==> src/rtl/add_reg_driver.sv <==
// add_reg_driver: stimulus driver and checker for a registered adder.
// After a start request it waits WARMUP cycles, drives NUM_VEC operand
// pairs (a fixed first vector, then LFSR-derived vectors), and compares
// the DUT sum against an internally delayed reference sum.
// Compile-time option: define ADD_REG_DRIVER_TRACE_EN to print one trace
// line per comparison. The default build leaves it undefined and compiles
// no display statements.
//
// state   | meaning
// --------+----------------------------------------------------------
// S_IDLE  | after reset, waiting for start
// S_WARM  | settle time before the first vector, WARMUP cycles (min 1)
// S_RUN   | one vector per cycle with en=1, NUM_VEC cycles
// S_DRAIN | en=0, waiting LATENCY cycles for the last results
// S_DONE  | results held (done/pass/err_count) until the next start
module add_reg_driver #(
   parameter int WIDTH   = 8,
   parameter int WARMUP  = 5000,
   parameter int NUM_VEC = 16,
   parameter int LATENCY = 1
) (
   input  logic             clock,
   input  logic             reset,
   input  logic             start,
   output logic [WIDTH-1:0] a,
   output logic [WIDTH-1:0] b,
   output logic             en,
   input  logic [WIDTH-1:0] y,
   output logic             busy,
   output logic             done,
   output logic             pass,
   output logic [15:0]      err_count
);

   typedef enum logic [2:0] {
      S_IDLE  = 3'd0,
      S_WARM  = 3'd1,
      S_RUN   = 3'd2,
      S_DRAIN = 3'd3,
      S_DONE  = 3'd4
   } state_t;

   // Timer reload values; a timer value of 0 marks the last cycle of a state.
   localparam logic [31:0] WARM_LD = (WARMUP > 0) ? 32'(WARMUP - 1) : 32'd0;
   localparam logic [31:0] RUN_LD  = 32'(NUM_VEC - 1);
   localparam logic [31:0] DRN_LD  = 32'(LATENCY - 1);

   localparam logic [15:0] LFSR_SEED = 16'hACE1;
   // First vector: a = 8, b = -10, both truncated to WIDTH bits.
   localparam logic [7:0]  V0_A      = 8'h08;
   localparam logic [7:0]  V0_B      = 8'hF6;

   state_t           r_state;
   state_t           w_state_nxt;
   logic [31:0]      r_tmr;
   logic [31:0]      w_tmr_nxt;
   logic             w_launch;
   logic             r_first;
   logic [15:0]      r_lfsr;
   logic             w_lfsr_fb;
   logic [WIDTH-1:0] w_sum;
   logic [WIDTH-1:0] r_yr [LATENCY];
   logic [LATENCY-1:0] r_vld;
   logic             w_cmp;
   logic             w_mis;

   // Next-state, timer and Moore outputs.
   always_comb begin
      w_state_nxt = r_state;
      w_tmr_nxt   = r_tmr;
      w_launch    = 1'b0;
      en          = 1'b0;
      a           = '0;
      b           = '0;
      busy        = 1'b0;
      done        = 1'b0;
      case (r_state)
         S_IDLE, S_DONE: begin
            done = (r_state == S_DONE);
            if (start) begin
               w_state_nxt = S_WARM;
               w_tmr_nxt   = WARM_LD;
               w_launch    = 1'b1;
            end
         end
         S_WARM: begin
            busy = 1'b1;
            if (r_tmr == 32'd0) begin
               w_state_nxt = S_RUN;
               w_tmr_nxt   = RUN_LD;
            end else begin
               w_tmr_nxt = r_tmr - 32'd1;
            end
         end
         S_RUN: begin
            busy = 1'b1;
            en   = 1'b1;
            if (r_first) begin
               a = V0_A[WIDTH-1:0];
               b = V0_B[WIDTH-1:0];
            end else begin
               a = r_lfsr[WIDTH-1:0];
               b = r_lfsr[8 +: WIDTH];
            end
            if (r_tmr == 32'd0) begin
               w_state_nxt = S_DRAIN;
               w_tmr_nxt   = DRN_LD;
            end else begin
               w_tmr_nxt = r_tmr - 32'd1;
            end
         end
         S_DRAIN: begin
            busy = 1'b1;
            if (r_tmr == 32'd0) begin
               w_state_nxt = S_DONE;
               w_tmr_nxt   = 32'd0;
            end else begin
               w_tmr_nxt = r_tmr - 32'd1;
            end
         end
         default: begin
            w_state_nxt = S_IDLE;
            w_tmr_nxt   = 32'd0;
         end
      endcase
   end

   // State register and phase timer.
   always_ff @(posedge clock or negedge reset) begin
      if (!reset) begin
         r_state <= S_IDLE;
         r_tmr   <= 32'd0;
      end else begin
         r_state <= w_state_nxt;
         r_tmr   <= w_tmr_nxt;
      end
   end

   // Marks the first RUN cycle, which carries the fixed vector 0.
   always_ff @(posedge clock or negedge reset) begin
      if (!reset) begin
         r_first <= 1'b0;
      end else begin
         r_first <= (r_state == S_WARM) && (w_state_nxt == S_RUN);
      end
   end

   assign w_lfsr_fb = r_lfsr[0] ^ r_lfsr[2] ^ r_lfsr[3] ^ r_lfsr[5];

   // Fibonacci LFSR (taps 16,14,13,11); reseeded at every launch, held
   // during vector 0 so vector 1 uses the seed itself.
   always_ff @(posedge clock or negedge reset) begin
      if (!reset) begin
         r_lfsr <= LFSR_SEED;
      end else if (w_launch) begin
         r_lfsr <= LFSR_SEED;
      end else if ((r_state == S_RUN) && !r_first) begin
         r_lfsr <= {w_lfsr_fb, r_lfsr[15:1]};
      end
   end

   assign w_sum = a + b;

   // Reference pipeline: sum and valid delayed by LATENCY cycles.
   always_ff @(posedge clock or negedge reset) begin
      if (!reset) begin
         for (int i = 0; i < LATENCY; i++) begin
            r_yr[i]  <= '0;
            r_vld[i] <= 1'b0;
         end
      end else if (w_launch) begin
         for (int i = 0; i < LATENCY; i++) begin
            r_yr[i]  <= '0;
            r_vld[i] <= 1'b0;
         end
      end else begin
         r_yr[0]  <= w_sum;
         r_vld[0] <= en;
         for (int i = 1; i < LATENCY; i++) begin
            r_yr[i]  <= r_yr[i-1];
            r_vld[i] <= r_vld[i-1];
         end
      end
   end

   assign w_cmp = r_vld[LATENCY-1];
   assign w_mis = w_cmp && (y != r_yr[LATENCY-1]);

   // Saturating mismatch counter, cleared at every launch.
   always_ff @(posedge clock or negedge reset) begin
      if (!reset) begin
         err_count <= 16'd0;
      end else if (w_launch) begin
         err_count <= 16'd0;
      end else if (w_mis && (err_count != 16'hFFFF)) begin
         err_count <= err_count + 16'd1;
      end
   end

   assign pass = done && (err_count == 16'd0);

`ifdef ADD_REG_DRIVER_TRACE_EN
   logic [31:0]      r_cyc;
   logic [WIDTH-1:0] r_ta [LATENCY];
   logic [WIDTH-1:0] r_tb [LATENCY];

   // Trace-only: cycles since start and operands aligned with the reference.
   always_ff @(posedge clock or negedge reset) begin
      if (!reset) begin
         r_cyc <= 32'd0;
         for (int i = 0; i < LATENCY; i++) begin
            r_ta[i] <= '0;
            r_tb[i] <= '0;
         end
      end else begin
         if (w_launch) begin
            r_cyc <= 32'd1;
         end else if (busy) begin
            r_cyc <= r_cyc + 32'd1;
         end
         r_ta[0] <= a;
         r_tb[0] <= b;
         for (int i = 1; i < LATENCY; i++) begin
            r_ta[i] <= r_ta[i-1];
            r_tb[i] <= r_tb[i-1];
         end
      end
   end

   // Trace-only: one line per comparison, signed decimal values.
   always_ff @(posedge clock) begin
      if (reset && w_cmp) begin
         $display("cycle:%0d a:%0d b:%0d y:%0d yr:%0d", r_cyc,
                  $signed(r_ta[LATENCY-1]), $signed(r_tb[LATENCY-1]),
                  $signed(y), $signed(r_yr[LATENCY-1]));
      end
   end
`endif

endmodule

==> config.mk <==
export PLATFORM = sky130hd
export DESIGN_NAME = add_reg_driver
export DESIGN_NICKNAME = d
export VERILOG_FILES = /design/src/rtl/add_reg_driver.sv
export SDC_FILE = /design/constraint.sdc
export NUM_CORES = 1
export LEC_CHECK = 0
export ABC_CLOCK_PERIOD_IN_PS = 7150
export BUFFER_PORTS_ARGS = -buffer_cell sky130_fd_sc_hd__buf_2
export CAP_MARGIN = 20
export CORE_ASPECT_RATIO = 0.5
export CORE_MARGIN = 10
export CORE_UTILIZATION = 35
export DETAILED_ROUTE_END_ITERATION = 7
export HOLD_SLACK_MARGIN = 0.06
export PLACE_DENSITY = 0.58
export RECOVER_POWER = 100
export SYNTH_ARGS = -nofsm -noshare
export SYNTH_HDL_FRONTEND = slang
export SYNTH_SLANG_ARGS = --single-unit
==> constraint.sdc <==
create_clock -name clock -period 7.15 [get_ports clock]
set_clock_uncertainty 0.1 [all_clocks]
set_input_delay 0.3575 -clock clock [delete_from_list [all_inputs] [get_ports clock]]
set_output_delay 0.3575 -clock clock [all_outputs]
set_load 0.005 [all_outputs]
=== After elaboration in Yosys (flattened, before gate mapping) ===
Cells that the tools add are included.

* Register bits: 77
* Input port bits: 11
* Word-level logic and storage cells: 59

* Equal/unequal tests: 8
* $add $sub $neg: 3
* Reduce and logical (&&, ||, !) cells: 14
* Bitwise logic cells: 3
* Muxes and demuxes: 24

{| class="wikitable"
|+ Operators with widths
! cell !! number
|-
| two-way mux 32 bit || 3
|-
| one-hot mux 32 bit (3 select lines) || 1
|-
| two-way mux 16 bit || 4
|-
| two-way mux 8 bit || 5
|-
| zero test 32 bit || 1
|-
| subtractor 32 x 1 -> 32 bit (second input constant) || 1
|-
| adder 16 x 1 -> 16 bit (second input constant) || 1
|-
| zero test 16 bit || 1
|-
| != test 16 bit (second input constant) || 1
|-
| two-way mux 3 bit || 4
|-
| one-hot mux 3 bit (4 select lines) || 1
|-
| == test 3 x 2 -> 1 bit (second input constant) || 3
|-
| adder 8 bit || 1
|-
| != test 8 bit || 1
|-
| two-way mux 1 bit || 6
|-
| logical AND 1 bit || 5
|-
| nonzero test 2 bit || 2
|-
| OR reduction 2 bit || 2
|-
| == test 3 x 1 -> 1 bit (second input constant) || 1
|-
| == test 3 bit (second input constant) || 1
|-
| zero test 3 bit || 1
|-
| OR reduction 3 bit || 1
|-
| XOR 1 bit || 3
|-
| != test 2 bit (second input constant) || 1
|-
| zero test 1 bit || 1
|}

=== Longest topological paths before layout ===
Gate-level depths: netlist (run 1).

* Depth after elaboration: 5
* Gate-level depth with buffers: 12
* Depth with buffers taken out: 10

=== Worst setup path after synthesis (run 1) ===
OpenSTA, ideal clock, no wires.

* Path type: reg-to-reg
* Start point: register r_state[0]
* End point: register r_yr[7] in the netlist's numbering
* Data required time: 6.918 ns
* Buffers on the path: 2
* Clock period less this slack: 2.750 ns
* Data arrival time: 2.518 ns
* Cell stages (with the launch flop): 12
* Library setup time: 0.132 ns
* Slack: 4.400 ns
* Path through: dfrtp_1 -> nor3b_1 -> nor2b_1 -> clkbuf_1 -> clkbuf_1 -> and2_1 -> ha_1 -> nand3_1 -> o211ai_1 -> o41ai_1 -> xor2_1 -> nor2_1

* Word-level cells in the longest chain between the ends: 4
* Elaborated cells between the ends (all ways): 9
* Classes of those cells: add/sub: 1; eq/ne: 2; mux: 4; reduce/logical: 2

{| class="wikitable"
|+ RTL lines
! what !! RTL line !! RTL
|-
| start: declaration || 53 || <nowiki>state_t r_state;</nowiki>
|-
| start signal: assignment || 134 || <nowiki>r_state <= w_state_nxt;</nowiki>
|-
| == test 3 x 2 -> 1 bit || 77 || <nowiki>case (r_state)</nowiki>
|-
| two-way mux 8 bit || 77 ||
|-
| net a[4] || 25 || <nowiki>output logic [WIDTH-1:0] a,</nowiki>
|-
| adder 8 bit || 162 || <nowiki>assign w_sum = a + b;</nowiki>
|-
| two-way mux 8 bit || 171 || <nowiki>end else if (w_launch) begin</nowiki>
|-
| end signal: indexed assignment || 180 || <nowiki>r_yr[i] <= r_yr[i-1];</nowiki>
|-
| end: declaration || 62 || <nowiki>logic [WIDTH-1:0] r_yr [LATENCY];</nowiki>
|}

The timed path passes the listed nets, and every way through them passes these cells.
A chain may end at the register's enable or synchronous reset.

==> results of run 1 <==
-- final timing paths --
kind / start / endpoint / slack (ns) / depth (start not counted)
hold reg to reg: r_lfsr[4]$_DFFE_PN0P_ / r_lfsr[4]$_DFFE_PN0P_ / 0.39 / 1
hold / removal: start / r_tmr[7]$_DFFE_PN0P_ / 0.28 / 3
max in group clock: r_state[1]$_DFF_PN0_ / r_yr[7]$_DFF_PN0_ / 3.31 / 10
min in group asynchronous: reset / r_tmr[26]$_DFFE_PN0P_ / 0.58 / 2
setup / recovery: reset / r_yr[2]$_DFF_PN0_ / 2.70 / 3
setup reg to reg: r_state[1]$_DFF_PN0_ / r_yr[7]$_DFF_PN0_ / 3.31 / 10
-- where the power goes --
part           total (mW)  switching, mW  internal [mW]
registers           0.441        0.00221          0.439
clock network       0.501          0.178          0.324
logic              0.0225         0.0151        0.00738
-- Yosys cell counts (2+ instances only) --
cell / instances
dfrtp_1: 69
nor2_1: 53
nand2_1: 33
xnor2_1: 33
a21oi_1: 21
nor4_1: 18
nand3_1: 17
clkbuf_1: 15
nor3_1: 15
and2_1: 14
inv_1: 14
o21ai_0: 14
ha_1: 11
or3_1: 11
or4_1: 11
nand4_1: 10
o31ai_1: 10
o21a_1: 9
dfstp_2: 8
a211o_1: 7
a21o_1: 7
o211ai_1: 5
o311ai_0: 5
or2_2: 5
xor2_1: 5
nand2b_1: 4
o41ai_1: 4
and3_1: 3
buf_2: 3
nor3b_1: 3
o31a_1: 3
a31oi_1: 2
a32o_1: 2
a41o_1: 2
and4_1: 2
nand3b_1: 2
o21ai_1: 2
-- cell families after synthesis --
kind of cell | share of synthesized area [%]
AO/OA/AOI/OAI | 15.8
XOR/XNOR | 7.69
adder cells (fa/ha/maj) | 3.64
buffers and inverters | 2.95
flip-flops | 44.7
multiplexers | 0.260
AND/OR/NAND/NOR | 25.0
-- worst min-delay path, delay by kind of cell --
| family | cells | cell delay, ns |
|---|---|---|
| compound gates | 2 | 0.16 |
| buf+inv | 1 | 0.17 |
-- cell type report --
cell class,count,area [sq um],area share [%]
Timing Repair Buffer,52,229,4.57
Sequential cell,77,1940,38.6
Clock inverter,4,70.1,1.40
Tap cell,165,206,4.12
Multi-Input combinational cell,356,2260,45.1
Clock buffer,12,256,5.12
Inverter,14,52.6,1.05
-- metal layers --
layer / up-vias / track usage (%) / wire, microns
met4: 0 / 4.14 / 130
li1: 1794 / - / -
met2: 59 / 19.1 / 4930
met1: 1758 / 16.8 / 5380
met3: 10 / 3.66 / 481
met5: - / 0 / 0
-- flip-flops by register name, indices dropped and copies added (netlist names) --
signal,flops
r_tmr,32
r_yr,8
r_first,1
err_count,16
r_state,3
r_lfsr,16
r_vld,1
-- stage by stage --
stage | instance area (sq um) | cells | hold WS [ns]
2_1_floorplan | 4330 | 466 | -0.0381
3_3_place_gp | 4740 | 663 | 0.135
3_5_place_dp | 4740 | 663 | 0.136
4_1_cts | 5080 | 680 | 0.282
5_1_grt | 5010 | 680 | 0.305
6_report | 5010 | 680 | 0.280
-- timing repair --
action	4_1_cts	5_1_grt
endpoints found under the hold margin	16	0
setup endpoints to repair	0	0
hold buffers	1	0
==> flow_metrics.py, run 1 <==
metrics = {
    "final_layout": {
        "post-route-util_pct": 42.0,
        "nFillCells": 1209,
        "syn_to_final_growth_pct": 15.7,
        "layout_commonest_cell": "dfrtp_1",
        "fin_nets": 533,
        "final_layout_size_suffix_gt1_share_pct": 9.90,
        "layout_common_cells": "dfrtp_1, nor2_1, xnor2_1, nand2_1, clkbuf_1",
        "antennaDiodeCount": 0,
    },
    "floorplanning": {
        "placementRows": 28,
        "initial_utilization_pct": 36.2,
        "die_w_microns": 177,
        "io_pins": 47,
        "die_area_sq_um": 17500,
        "die_y_microns": 98.7,
        "core_sq_um": 11900,
    },
    "outcome": {
        "violations": "capacitance limit, slew limit",
        "status": "complete, but fails checks",
    },
    "route": {
        "dr.pass1.iters": 4,
        "drc_errors": 0,
        "vias": 3621,
        "routed_wl_microns": 10900,
        "viasPerCell": 5.33,
        "ant_nets": 0,
        "drt-initial-drc-count": 258,
        "post_drt_wl_per_cell_microns": 16.1,
    },
    "timing": {
        "hold_viol": 0,
        "max_freq_ghz": 0.225,
        "maxSlewViolCount": 62,
        "tns_ns": 0,
        "rsz0062_at_grt": "no",
        "setup_ws_ns": 2.70,
        "fin_crit_ns": 4.45,
        "relSlewSlack_pct": -123,
        "fin_crit_sh_pct": 62.2,
        "setup_viol": 0,
        "worstMarginPinSlew_ns": 3.35,
    },
    "global_route": {
        "grt_usage_pct": 12.6,
        "gr-total-overflow": 0,
        "grt_start_max_net_pins": 62,
        "antenna_found_initial": 0,
        "grt_pass1_vias": 3484,
        "grt_pass1_wl_microns": 18100,
    },
    "setup_path": {
        "end_kind": "asynchronous set/reset pin",
        "criticalPathCategory": "in2async",
        "worstSetupStartpointType": "primary input",
        "path_common_cell": "clkbuf_1",
        "path_cells": "dlygate4sd3_1 -> clkbuf_1 -> clkbuf_1",
        "cp.buffers_inverters": 3,
        "critPathRequiredTime_ns": 6.75,
        "cp_max_fo": 61,
        "cp_slowest_stage_delay_ns": 2.42,
        "cp.arrival_ns": 4.04,
        "slowest_stage": "clkbuf_1",
        "cpLargestDelayFamily": "buffers and inverters",
    },
    "pwr": {
        "power_density_nw_per_um2": 193,
        "total_power_mw": 0.965,
        "leakage_nw": 2.19,
        "peakVddDrop_v": 0.0000926,
    },
    "logic_synthesis": {
        "avgSynthCellArea_sq_um": 9.29,
        "yosysTopAreaCellShare_pct": 39.9,
        "synth_warnings": 0,
        "ys_types": 51,
        "netlist_area_sq_um": 4330,
        "ys.flop_type": "dfrtp_1",
        "synth_area_leader_cell": "dfrtp_1",
        "synth_area_leaders": "dfrtp_1, xnor2_1, dfstp_2",
        "synth_seq_cells": 77,
        "async_flop_share_pct": 100,
        "syn_inst": 466,
        "synthesis.nets": 489,
        "yosysSeqAreaShare_pct": 44.7,
        "synth_edf_count": 0,
    },
    "clock_tree": {
        "htreeDepth": 3,
        "clock_sinks": 77,
        "cts_setup_buffers": 0,
        "ctsResizeCount": 0,
        "cts_tree": "yes",
        "clk_pin_slew_worst_paths_ns": 0.06,
        "clockBufferDepth": 2,
        "cts_inserted_buffers": 9,
        "clock_latency_ns": 0.34,
        "cts_root_buf": "clkbuf_16",
    },
    "placed_design": {
        "dp_hpwl_microns": 7580,
        "finalWeightedCongestion": 0.810,
        "post-place-ws_ns": 3.73,
        "portBuffers": 46,
    },
    "worst_hold_path": {
        "hp-class": "in2reg",
    },
    "run": {
        "maxCapViolCount": 1,
    },
}
No activity file was read; power rests on OpenSTA's default activity.
==> run 2, diff against run 1 <==
Settings changed: ABC_CLOCK_PERIOD_IN_PS 7150 to 4200.
Clock period 7.15 ns to 4.2 ns, I/O delays scaled along.
==> run 2 against run 1 <==
Effect of this change: largest cell class unchanged; cell area increased by 1.4%; clock power increased by 93%; critical endpoint is now r_yr[6]$_DFF_PN0_; global-route usage increased by 0.15 points; critical path type is now reg2reg; die area unchanged; the flow still finishes with violations (capacitance limit, slew limit); routed wire length decreased by 0.65%.
==> flow_metrics.py, run 2 (synthesis results as in run 1) <==
metrics = {
    "outcome": {
        "status": "complete, but fails checks",
        "violations": "capacitance limit, slew limit",
    },
    "timing": {
        "setup_viol": 0,
        "fin_crit_sh_pct": 82.0,
        "fin_crit_ns": 3.44,
        "rsz0062_at_grt": "no",
        "whs_ns": 0.160,
        "worstMarginPinSlew_ns": 1.68,
        "max_freq_ghz": 0.290,
        "relSlewSlack_pct": -11.8,
        "maxSlewViolCount": 67,
        "tns_ns": 0,
        "hold_viol": 0,
    },
    "setup_path": {
        "worstSetupStartpointType": "flop",
        "cp.arrival_ns": 3.59,
        "reg2regPathDepth": 11,
        "reg2reg_setup_slack_ns": 0.76,
        "reg2reg_to": "r_yr[6]$_DFF_PN0_",
        "setup.worst_path.start": "r_state[1]$_DFF_PN0_",
        "cp_max_fo": 12,
        "r2r-start": "r_state[1]$_DFF_PN0_",
        "end_kind": "flop",
        "critPathRequiredTime_ns": 4.34,
        "criticalPathCategory": "reg2reg",
        "crit_end": "r_yr[6]$_DFF_PN0_",
    },
    "final_layout": {
        "top_regs": "r_tmr: 32 flops, err_count: 16 flops, r_lfsr: 16 flops",
        "nFillCells": 1202,
        "instances_no_fill": 683,
        "layout_commonest_cell": "dfrtp_1",
        "antennaDiodeCount": 0,
        "largest_reg_flops": 32,
        "fin_nets": 536,
        "max_flop_register": "r_tmr",
        "layout_common_cells": "dfrtp_1, nor2_1, xnor2_1, nand2_1, clkbuf_1",
        "syn_to_final_growth_pct": 17.3,
        "final_layout_size_suffix_gt1_share_pct": 11.6,
    },
    "global_route": {
        "antenna_found_initial": 0,
        "grt_pass1_vias": 3534,
        "gr-total-overflow": 0,
        "grt_start_max_net_pins": 78,
        "grt_usage_pct": 12.7,
        "grt_pass1_wl_microns": 18400,
    },
    "pwr": {
        "intPower_mw": 1.40,
        "seqPwrFrac_pct": 42.7,
        "leakage_nw": 2.24,
        "clkPwrFrac_pct": 55.1,
        "sw_frac_of_total_pct": 20.1,
        "p_switching_mw": 0.354,
        "p_comb_share_pct": 2.2,
        "power_density_nw_per_um2": 346,
        "peakVddDrop_v": 0.000181,
    },
    "clock_tree": {
        "clockBufferDepth": 2,
        "cts_hold_buf": 1,
        "clk_pin_slew_worst_paths_ns": 0.06,
        "cts_root_buf": "clkbuf_16",
        "cts_tree": "yes",
        "clock_sinks": 77,
        "clock_latency_ns": 0.34,
        "htreeDepth": 3,
        "ctsResizeCount": 0,
        "cts_inserted_buffers": 9,
        "cts_setup_buffers": 0,
    },
    "route": {
        "drc_errors": 0,
        "post_drt_wl_per_cell_microns": 15.9,
        "routed_wl_microns": 10800,
        "ant_nets": 0,
        "drt-initial-drc-count": 300,
        "viasPerCell": 5.35,
        "vias": 3651,
        "dr.pass1.iters": 4,
    },
    "floorplanning": {
        "initial_utilization_pct": 36.2,
        "die_area_sq_um": 17500,
        "die_w_microns": 177,
        "io_pins": 47,
        "die_y_microns": 98.7,
        "placementRows": 28,
        "core_sq_um": 11900,
    },
    "placed_design": {
        "portBuffers": 46,
        "finalWeightedCongestion": 0.851,
        "dp_hpwl_microns": 7600,
        "placed_cells": 665,
    },
    "worst_hold_path": {
        "hp-class": "in2reg",
    },
    "run": {
        "maxCapViolCount": 1,
    },
}
==> run 2: worst max-delay path: stages, from the launching register on <==
cell and delay (ns):
dfrtp_1 0.51, nor3b_1 0.23, clkbuf_1 0.39, nor2b_1 0.48, buf_4 0.25, and2_0 0.21, ha_1 0.30, a21o_1 0.19
a21o_1 0.20, a21oi_1 0.21, nor2_1 0.07, a211oi_1 0.20
==> run 2: worst min path at each step <==
stage,slack (ns),depth (start not counted),start,endpoint
after floorplan,-0.19,0,reset,err_count[0]$_DFFE_PN0P_
after detailed placement,0.35,1,reset,r_tmr[25]$_DFFE_PN0P_
final,0.16,3,start,r_tmr[7]$_DFFE_PN0P_
after global placement,0.35,1,reset,r_tmr[25]$_DFFE_PN0P_
after CTS,0.15,3,start,r_tmr[7]$_DFFE_PN0P_
after global routing,0.19,3,start,r_tmr[7]$_DFFE_PN0P_
==> run 2: cell type report <==
class | instances | area [sq um] | area share, %
Multi-Input combinational cell | 356 | 2260 | 44.4
Clock buffer | 9 | 225 | 4.43
Tap cell | 165 | 206 | 4.06
Sequential cell | 77 | 1940 | 38.1
Timing Repair Buffer | 55 | 258 | 5.07
Clock inverter | 7 | 145 | 2.86
Inverter | 14 | 52.6 | 1.03
==> run 2: power by group through the flow <==
stage / sequential (mW) / combinational, mW / clock, mW
2_1_floorplan: 0.763 / 0.0144 / 0
3_3_place_gp: 0.765 / 0.0396 / 0
3_5_place_dp: 0.764 / 0.0399 / 0
4_1_cts: 0.751 / 0.0408 / 0.995
5_1_grt: 0.752 / 0.0450 / 1.02
6_report: 0.751 / 0.0385 / 0.968
==> run 2: through the flow <==
| step | total power, mW | utilization (%) | setup WS (ns) | instance area (sq um) |
|---|---|---|---|---|
| floorplan | 0.778 | - | 1.45 | 4330 |
| global placement | 0.804 | 39.8 | 1.12 | 4760 |
| detailed placement | 0.804 | 39.8 | 1.04 | 4760 |
| CTS | 1.79 | 43.0 | 1.02 | 5140 |
| global route | 1.82 | 42.5 | 0.414 | 5080 |
| finish | 1.76 | 42.5 | 0.756 | 5080 |
==> run 2: per-layer routing <==
metal / global-route usage [%] / wire length, microns
met1: 17.0 / 5280
met2: 19.3 / 4910
met3: 3.81 / 535
met4: 3.89 / 120
met5: 0 / 0
==> run 3, diff against run 2 <==
Settings changed: ABC_AREA from default to 1, ABC_CLOCK_PERIOD_IN_PS 4200 to 3500.
Clock period 4.2 ns to 3.5 ns, I/O delays scaled along.
==> run 3 against run 2 <==
Effect of this change: the run still ends with capacitance limit, slew limit left; global-route usage is 0.19 points higher; critical path depth is 2 lower; synthesized cell count is 41% higher; worst setup slack worse by 0.19 ns; count of clock-buffer cells in the layout stayed put; area after synthesis is 12% higher; sequential cell count stayed put; maximum frequency is 18% higher; hold slack worse by 0.097 ns; power is 130% higher; highest routed layer unchanged.
==> flow_metrics.py, run 3 <==
metrics = {
    "timing": {
        "max_freq_ghz": 0.341,
        "fin_crit_sh_pct": 83.7,
        "setup_viol": 0,
        "rsz0062_at_grt": "no",
        "tns_ns": 0,
        "fin_crit_ns": 2.93,
        "maxSlewViolCount": 69,
        "hold_viol": 0,
        "relSlewSlack_pct": -16.7,
        "worstMarginPinSlew_ns": 1.75,
    },
    "clock_tree": {
        "clk_pin_slew_worst_paths_ns": 0.06,
        "cts_inserted_buffers": 9,
        "htreeDepth": 3,
        "cts_tree": "yes",
        "cts_setup_buffers": 0,
        "clock_sinks": 77,
        "cts_hold_buf": 1,
        "clockBufferDepth": 2,
        "ctsResizeCount": 0,
        "cts_root_buf": "clkbuf_16",
        "clock_latency_ns": 0.35,
    },
    "placed_design": {
        "portBuffers": 46,
        "finalWeightedCongestion": 0.870,
        "dp_hpwl_microns": 9040,
    },
    "pwr": {
        "peakVddDrop_v": 0.000275,
        "p_switching_mw": 1.74,
        "total_power_mw": 3.99,
        "leakage_nw": 2.82,
        "p_comb_share_pct": 42.5,
        "power_density_nw_per_um2": 728,
        "intPower_mw": 2.25,
        "seqPwrFrac_pct": 33.2,
        "clkPwrFrac_pct": 24.4,
        "sw_frac_of_total_pct": 43.6,
    },
    "final_layout": {
        "top_regs": "r_tmr: 32 flops, err_count: 16 flops, r_lfsr: 16 flops",
        "largest_reg_flops": 32,
        "max_flop_register": "r_tmr",
        "layout_commonest_cell": "nand2_1",
        "syn_to_final_growth_pct": 12.8,
        "final_layout_size_suffix_gt1_share_pct": 9.00,
        "antennaDiodeCount": 0,
        "fin_nets": 729,
        "layout_common_cells": "nand2_1, nor2_1, inv_1",
        "post-route-util_pct": 40.4,
    },
    "route": {
        "dr.pass1.iters": 4,
        "post_drt_wl_per_cell_microns": 13.3,
        "vias": 4256,
        "routed_wl_microns": 12000,
        "viasPerCell": 4.71,
        "drc_errors": 0,
        "drt-initial-drc-count": 242,
        "ant_nets": 0,
    },
    "outcome": {
        "violations": "capacitance limit, slew limit",
        "status": "complete, but fails checks",
    },
    "global_route": {
        "antenna_found_initial": 0,
        "grt_pass1_wl_microns": 20400,
        "grt_start_max_net_pins": 69,
        "grt_usage_pct": 12.9,
        "gr-total-overflow": 0,
        "grt_pass1_vias": 4083,
    },
    "setup_path": {
        "worstSetupStartpointType": "flop",
        "setup.worst_path.start": "r_state[1]$_DFF_PN0_",
        "criticalPathCategory": "reg2reg",
        "r2r-start": "r_state[1]$_DFF_PN0_",
        "critPathRequiredTime_ns": 3.67,
        "cp.arrival_ns": 3.11,
        "reg2reg_setup_slack_ns": 0.57,
        "end_kind": "flop",
        "cp_max_fo": 17,
    },
    "floorplanning": {
        "placementRows": 30,
        "die_area_sq_um": 19300,
        "die_w_microns": 187,
        "io_pins": 47,
        "core_sq_um": 13600,
        "initial_utilization_pct": 35.8,
        "die_y_microns": 103,
    },
    "logic_synthesis": {
        "synthesis.nets": 678,
        "synth_seq_cells": 77,
        "ys_types": 34,
        "synth_area_leaders": "dfrtp_1, nand2_1, nor2_1",
        "yosysTopAreaCellShare_pct": 35.5,
        "ys.flop_type": "dfrtp_1",
        "synth_edf_count": 0,
        "synth_warnings": 0,
        "async_flop_share_pct": 100,
        "yosysSeqAreaShare_pct": 39.8,
        "netlist_area_sq_um": 4860,
        "synth_area_leader_cell": "dfrtp_1",
        "yosysMostFrequentCell": "nand2_1",
        "synthTopCellsByCount": "nand2_1, nor2_1, inv_1",
        "avgSynthCellArea_sq_um": 7.43,
        "syn_inst": 655,
    },
    "worst_hold_path": {
        "min_from": "start",
        "hp-class": "in2reg",
    },
    "run": {
        "maxCapViolCount": 1,
    },
}
run 3: cell types whose count changed in the layout (fill, tap and decap cells not counted), moves of 12 or more:
cell     before  now
inv_1        14   84
nor4_1       19    1
xor2_1        5   34
o21ai_0      15   31
and2_0       12    0
nand3_1      17   57
xnor2_1      33    9
nor2_1       52  120
nand2_1      33  124
run 3: layout make-up:
cell class	count	area, sq um
fillers	1474	8100
multi-input cells	477	2440
flip-flops and latches	77	1940
inverters	92	345
well taps	192	240
clock buffers	9	225
repair buffers	49	216
clock inverters	7	81.3
run 3: cell families after synthesis:
family	after synthesis	synth area share, %
adders and majority gates	12	3.24
DFF	77	39.8
AOI/OAI and AO/OA	63	6.87
buffers and inverters	101	8.28
xor gates and xnor gates	43	7.74
and+or+nand+nor	359	34.0
run 3: per-layer routing:
metal  routed length [microns]  GRT usage (%)  vias to the layer above  share of wire (%)
met3                       381           2.95                       13                3.2
met4                       160           4.06                        0                1.3
met2                      5460           21.2                       56                 45
li1                          -              -                     2189                  -
met5                         0              0                        -                  0
met1                      6020           16.7                     1998                 50
run 3: stage by stage:
stage | area, sq um | instances | setup WS (ns) | hold slack, ns
after global routing | 5490 | 903 | 0.256 | 0.0735
after floorplan | 4860 | 655 | 0.835 | -0.221
after CTS | 5610 | 903 | 0.796 | 0.118
after detailed placement | 5290 | 886 | 0.811 | 0.266
final | 5490 | 903 | 0.569 | 0.0636
after global placement | 5290 | 886 | 0.892 | 0.265
run 3: power by group through the flow:
stage	registers (mW)	logic [mW]	clock network (mW)
floorplan	1.29	1.37	0
global placement	1.33	1.73	0
detailed placement	1.34	1.74	0
CTS	1.32	1.75	0.994
global route	1.36	1.97	1.03
finish	1.32	1.70	0.973
run 3: path summary, 6_finish.rpt:
check                                   endpoint  cells after the start
max                        r_tmr[30]$_DFFE_PN0P_                      9
min                         r_tmr[8]$_DFFE_PN0P_                      3
max reg2reg                r_tmr[30]$_DFFE_PN0P_                      9
min reg2reg                 r_state[1]$_DFF_PN0_                      1
max in group asynchronous  r_tmr[21]$_DFFE_PN0P_                      3
min in group asynchronous  r_tmr[13]$_DFFE_PN0P_                      2
run 3: critical path, cell delays in order (launching register included):
cell      delay [ns]
dfrtp_1         0.37
inv_1           0.13
nand2_1         0.21
nor2_1          0.64
clkinv_1        0.70
nand3_1         0.41
nor2_1          0.10
nand2_1         0.07
nand2_1         0.05
nor2_1          0.10
